--- src/rtl/serial_addsub_ctrl_pkg.sv ---
// Shared definitions for the bit-serial add/subtract unit:
// controller state encoding and the default datapath width.
package serial_addsub_ctrl_pkg;

   localparam int XLEN = 32;

   typedef enum logic [1:0] {
      IDLE = 2'b00,
      RUN  = 2'b01,
      DONE = 2'b10
   } state_e;

endpackage

--- src/rtl/serial_addsub_ctrl_fa.sv ---
// Full_Adder_1: the single 1-bit full-adder cell reused every cycle.
// Ports: a, b, c_in (inputs); sum, c_out (outputs).
module Full_Adder_1 (
   input  logic a,
   input  logic b,
   input  logic c_in,
   output logic sum,
   output logic c_out
);

   assign sum   = a ^ b ^ c_in;
   assign c_out = (a & b) | (c_in & (a ^ b));

endmodule

--- src/rtl/serial_addsub_ctrl.sv ---
// serial_addsub_ctrl: bit-serial a+b / a-b, one bit per clock, LSB first.
// Ports: clk, rst (sync, active-high), start/sub/a/b (request),
//        ready/done (handshake), result/c_out/overflow/zero (held flags).
module serial_addsub_ctrl
   import serial_addsub_ctrl_pkg::*;
#(
   parameter int WIDTH = XLEN
) (
   input  logic             clk,
   input  logic             rst,
   input  logic             start,
   input  logic             sub,
   input  logic [WIDTH-1:0] a,
   input  logic [WIDTH-1:0] b,
   output logic             ready,
   output logic             done,
   output logic [WIDTH-1:0] result,
   output logic             c_out,
   output logic             overflow,
   output logic             zero
);

   localparam int CW = $clog2(WIDTH);
   localparam logic [CW-1:0] LAST = CW'(WIDTH - 1);

   state_e           state_q, state_d;
   logic [WIDTH-1:0] a_sr_q, a_sr_d;
   logic [WIDTH-1:0] b_sr_q, b_sr_d;
   // Holds the WIDTH-1 sum bits produced so far; the final bit
   // is merged in on the last RUN cycle, straight into result.
   logic [WIDTH-2:0] res_sr_q, res_sr_d;
   logic [CW-1:0]    cnt_q, cnt_d;
   logic             carry_q, carry_d;
   logic             cin_msb_q, cin_msb_d;
   logic [WIDTH-1:0] result_q, result_d;
   logic             c_out_q, c_out_d;
   logic             zero_q, zero_d;
   logic             done_q, done_d;
   logic             ready_q, ready_d;

   logic             fa_sum;
   logic             fa_cout;
   logic [WIDTH-1:0] res_full;

   Full_Adder_1 u_fa (
      .a     (a_sr_q[0]),
      .b     (b_sr_q[0]),
      .c_in  (carry_q),
      .sum   (fa_sum),
      .c_out (fa_cout)
   );

   always_comb begin
      state_d   = state_q;
      a_sr_d    = a_sr_q;
      b_sr_d    = b_sr_q;
      res_sr_d  = res_sr_q;
      cnt_d     = cnt_q;
      carry_d   = carry_q;
      cin_msb_d = cin_msb_q;
      result_d  = result_q;
      c_out_d   = c_out_q;
      zero_d    = zero_q;
      done_d    = 1'b0;
      res_full  = {fa_sum, res_sr_q};

      unique case (state_q)
         IDLE: begin
            if (start) begin
               a_sr_d  = a;
               // Subtraction is a + ~b + 1: invert B, carry-in of 1.
               b_sr_d  = sub ? ~b : b;
               carry_d = sub;
               cnt_d   = '0;
               state_d = RUN;
            end
         end
         RUN: begin
            a_sr_d   = {1'b0, a_sr_q[WIDTH-1:1]};
            b_sr_d   = {1'b0, b_sr_q[WIDTH-1:1]};
            res_sr_d = res_full[WIDTH-1:1];
            carry_d  = fa_cout;
            cnt_d    = cnt_q + 1'b1;
            if (cnt_q == LAST) begin
               // MSB cycle: carry_q is the carry into the MSB.
               cnt_d     = cnt_q;
               cin_msb_d = carry_q;
               result_d  = res_full;
               c_out_d   = fa_cout;
               zero_d    = (res_full == '0);
               done_d    = 1'b1;
               state_d   = DONE;
            end
         end
         DONE: begin
            state_d = IDLE;
         end
         default: begin
            state_d = IDLE;
         end
      endcase

      ready_d = (state_d == IDLE);
   end

   always_ff @(posedge clk) begin
      if (rst) begin
         state_q   <= IDLE;
         a_sr_q    <= '0;
         b_sr_q    <= '0;
         res_sr_q  <= '0;
         cnt_q     <= '0;
         carry_q   <= 1'b0;
         cin_msb_q <= 1'b0;
         result_q  <= '0;
         c_out_q   <= 1'b0;
         zero_q    <= 1'b0;
         done_q    <= 1'b0;
         ready_q   <= 1'b1;
      end else begin
         state_q   <= state_d;
         a_sr_q    <= a_sr_d;
         b_sr_q    <= b_sr_d;
         res_sr_q  <= res_sr_d;
         cnt_q     <= cnt_d;
         carry_q   <= carry_d;
         cin_msb_q <= cin_msb_d;
         result_q  <= result_d;
         c_out_q   <= c_out_d;
         zero_q    <= zero_d;
         done_q    <= done_d;
         ready_q   <= ready_d;
      end
   end

   assign ready    = ready_q;
   assign done     = done_q;
   assign result   = result_q;
   assign c_out    = c_out_q;
   // Both terms are flops that change only on the DONE entry edge.
   assign overflow = cin_msb_q ^ c_out_q;
   assign zero     = zero_q;

endmodule

--- config.mk ---
export PLATFORM = sky130hd
export DESIGN_NAME = serial_addsub_ctrl
export DESIGN_NICKNAME = d
export VERILOG_FILES = /design/src/rtl/serial_addsub_ctrl_pkg.sv /design/src/rtl/serial_addsub_ctrl_fa.sv /design/src/rtl/serial_addsub_ctrl.sv
export SDC_FILE = /design/constraint.sdc
export NUM_CORES = 1
export LEC_CHECK = 0
export BUFFER_PORTS_ARGS = -buffer_cell sky130_fd_sc_hd__buf_4
export CAP_MARGIN = 20
export CORE_MARGIN = 4
export CORE_UTILIZATION = 55
export CTS_CLUSTER_SIZE = 8
export DETAILED_ROUTE_END_ITERATION = 16
export GPL_ROUTABILITY_DRIVEN = 0
export GPL_TIMING_DRIVEN = 0
export HOLD_SLACK_MARGIN = 0.1
export PLACE_DENSITY = 0.79
export SLEW_MARGIN = 30
export SYNTH_ARGS = -nofsm -noshare
export SYNTH_HDL_FRONTEND = slang
export SYNTH_SLANG_ARGS = --single-unit
--- constraint.sdc ---
create_clock -name clk -period 2.3 [get_ports clk]
set_input_delay 0.575 -clock clk [delete_from_list [all_inputs] [get_ports clk]]
set_output_delay 0.575 -clock clk [all_outputs]
set_load 0.005 [all_outputs]
==> reports/metrics.csv <==
metric,value,unit
core,10300,sq um
die_w,110,um
critPathRequiredTime,2.75,ns
hp-class,in2reg,
grtUsageTotal,23.2,%
cp-end-kind,register,
wl,13800,um
max_stage_delay,0.36,ns
power.share.clock,46.0,%
maxCapViolations,0,
synth_top_area_cell,dfxtp_1,
hold_ws,0.339,ns
min_from,a[31],
drt_iter0_drc,469,
path_buf_inv,2,
synth_cells,671,
power_frac_seq,44.0,%
grt_pass1_wl,22500,um
fin_worst_skew,0.0120,ns
ir_drop,0.000414,V
crit_type,reg2reg,
top_layer,met4,
final_nets,863,
io_pins,105,
cts_hold_buf,0,
syn2layout_area_growth,26.6,%
rr_startpoint,cnt_q[0],
clkTransAtPathRegs,0.06,ns
synth_ff_type,dfxtp_1,
post-route-period-util,86.8,%
cts_buffers,17,
leakage,2.86,nW
outcome,"finished, final reports clean",
met3_wirelength,705,um
finalHoldViolCount,0,
die_y,110,um
synth_top_area_share,48.7,%
synth_edf_count,0,
ys_async_sr_fraction,0,%
hpwl,9710,um
cpLargestDelayFamily,buffers and inverters,
period_needed,2.00,ns
p_per_area,809,nW/um^2
clk_latency,0.53,ns
drive_gt1_share,24.2,%
via_count,5243,
yosysSeqAreaShare,48.7,%
drc_errors,0,
clock.fmax,501,MHz
cts_tree,built,
root_buffer,clkbuf_8,
post-route-util,70.9,%
grt_max_degree,17,
p_comb_share,9.9,%
grt_overflow,0,
power,5.89,mW
fin_tns_setup,0,ns
worst_pin_slew,0.539,ns
drv_slew,0,
rrSetupSlack,0.30,ns
p_switching,1.47,mW
syn_nets,742,
postRouteAntennaNets,0,
max_slew_margin,64.1,%
start_util,56.0,%
yosysWarnings,0,
postCtsSetupBuffers,0,
antenna_cells,0,
crit_chain,ha_1 > and3_1 > ha_1 > nand3b_1 > buf_2 > buf_1 > nand2_1 > a21oi_1,
worstPathMaxFanout,10,
switching_share,24.9,%
cts.repair.resized,0,
crit_path_frequent_cell,ha_1,
drt_pre_antenna_iters,6,
slowest_stage,buf_1,
cts_buffer_depth,2,
p_int,4.43,mW
crit_start,cnt_q[0],
setup_viol_count_final,0,
first_global_vias,4890,
ys_ff_latch,140,
rsz0062_at_grt,false,
syn_area_per_cell,8.58,sq um
route.met2.wl,6660,um
antenna_found_initial,0,
ys_top_cells_by_area,"dfxtp_1, nand2_1, a21oi_1, a222oi_1, xor2_1",
numPortBuffers,102,
htree_levels,4,
wl_per_cell,14.6,um
avgViaCountPerCell,5.57,
drt-met1-wl,6070,um
cts.sinks,140,
start_kind,register,
die_area,12200,sq um
worstPathArrival,2.45,ns
syn_area,5760,sq um
ys_types,36,
fp-row-count,37,
-- tightest hold or removal path: cells and delay by family --
family | cells | cell delay, ns
simple gates | 1 | 0.09
compound gates | 1 | 0.06
buf+inv | 1 | 0.09
-- Yosys cell counts, types with 3 or more instances --
library cell and number:
a211oi_1 32, a21oi_1 69, a222oi_1 31, buf_2 22, clkbuf_1 37, dfxtp_1 140, nand2_1 132, nand2b_1 5
nand3_1 4, nor2_1 68, nor4_1 8, o21ai_0 30, o22ai_1 3, or3b_2 30, xor2_1 33
-- power by group through the flow --
stage	Combinational, mW	Sequential [mW]	Clock [mW]
3_3_place_gp	0.557	2.64	0
2_1_floorplan	0.387	2.63	0
4_1_cts	0.583	2.59	2.73
6_report	0.586	2.60	2.71
3_5_place_dp	0.575	2.64	0
5_1_grt	0.653	2.61	2.83
-- area by class of cell --
type / count / area [sq um]
Inverter: 2 / 7.51
Sequential cell: 140 / 2800
Tap cell: 136 / 170
Fill cell: 808 / 2990
Buffer: 62 / 268
Timing Repair Buffer: 102 / 766
Clock inverter: 13 / 154
Clock buffer: 19 / 442
Multi-Input combinational cell: 467 / 2680
-- placed cells by master, fill, tap and decap left out, types with 3 or more instances in the layout --
cell type	Yosys	final
nor2_1	68	68
a21oi_1	69	69
clkinv_4	0	4
buf_2	22	22
nand2b_1	5	5
buf_4	0	102
nand3_1	4	4
clkbuf_1	37	37
or3b_2	30	30
inv_6	0	5
clkbuf_8	0	3
nand2_1	132	132
nor4_1	8	8
xor2_1	33	33
a222oi_1	31	31
o21ai_0	30	30
a211oi_1	32	32
dfxtp_1	140	140
o22ai_1	3	3
clkbuf_16	0	16
-- path summary, 6_finish.rpt --
path                                    to  cells past startpoint
worst min register to register  result[16]                      2
worst max register to register  result[20]                      8
worst min-delay path            a_sr_q[31]                      3
worst max-delay path            result[20]                      8
-- per-layer routing --
layer	vias up	GRT usage, %
met5	-	0
met4	0	8.27
met3	37	5.07
met2	163	37.7
met1	2453	30.6
li1	2590	-
-- flip-flops by register name, indices dropped and copies added, names as in the netlist --
register and count:
cin_msb_q 1, zero 1, result 32, c_out 1, state_q 2, done 1
carry_q 1, res_sr_q 31, b_sr_q 32, cnt_q 5, ready 1, a_sr_q 32
-- cell families (layout without fill, tap and decap cells) --
kind of cell | after synthesis | after routing | synth area share, %
AOI/OAI and AO/OA | 171 | 171 | 19.4
xor gates and xnor gates | 34 | 34 | 5.17
adders and majority gates | 3 | 3 | 0.782
buffers and inverters | 64 | 198 | 4.78
DFF | 140 | 140 | 48.7
and+or+nand+nor | 259 | 259 | 21.1
-- metrics by stage --
stage	setup slack [ns]	instance area, sq um	cells
finish	0.304	7290	941
global route	0.0869	7290	941
CTS	0.282	7290	941
detailed placement	0.299	6690	909
global placement	0.350	6690	909
floorplan	0.471	5760	671
(Power assumes the default switching activity.)
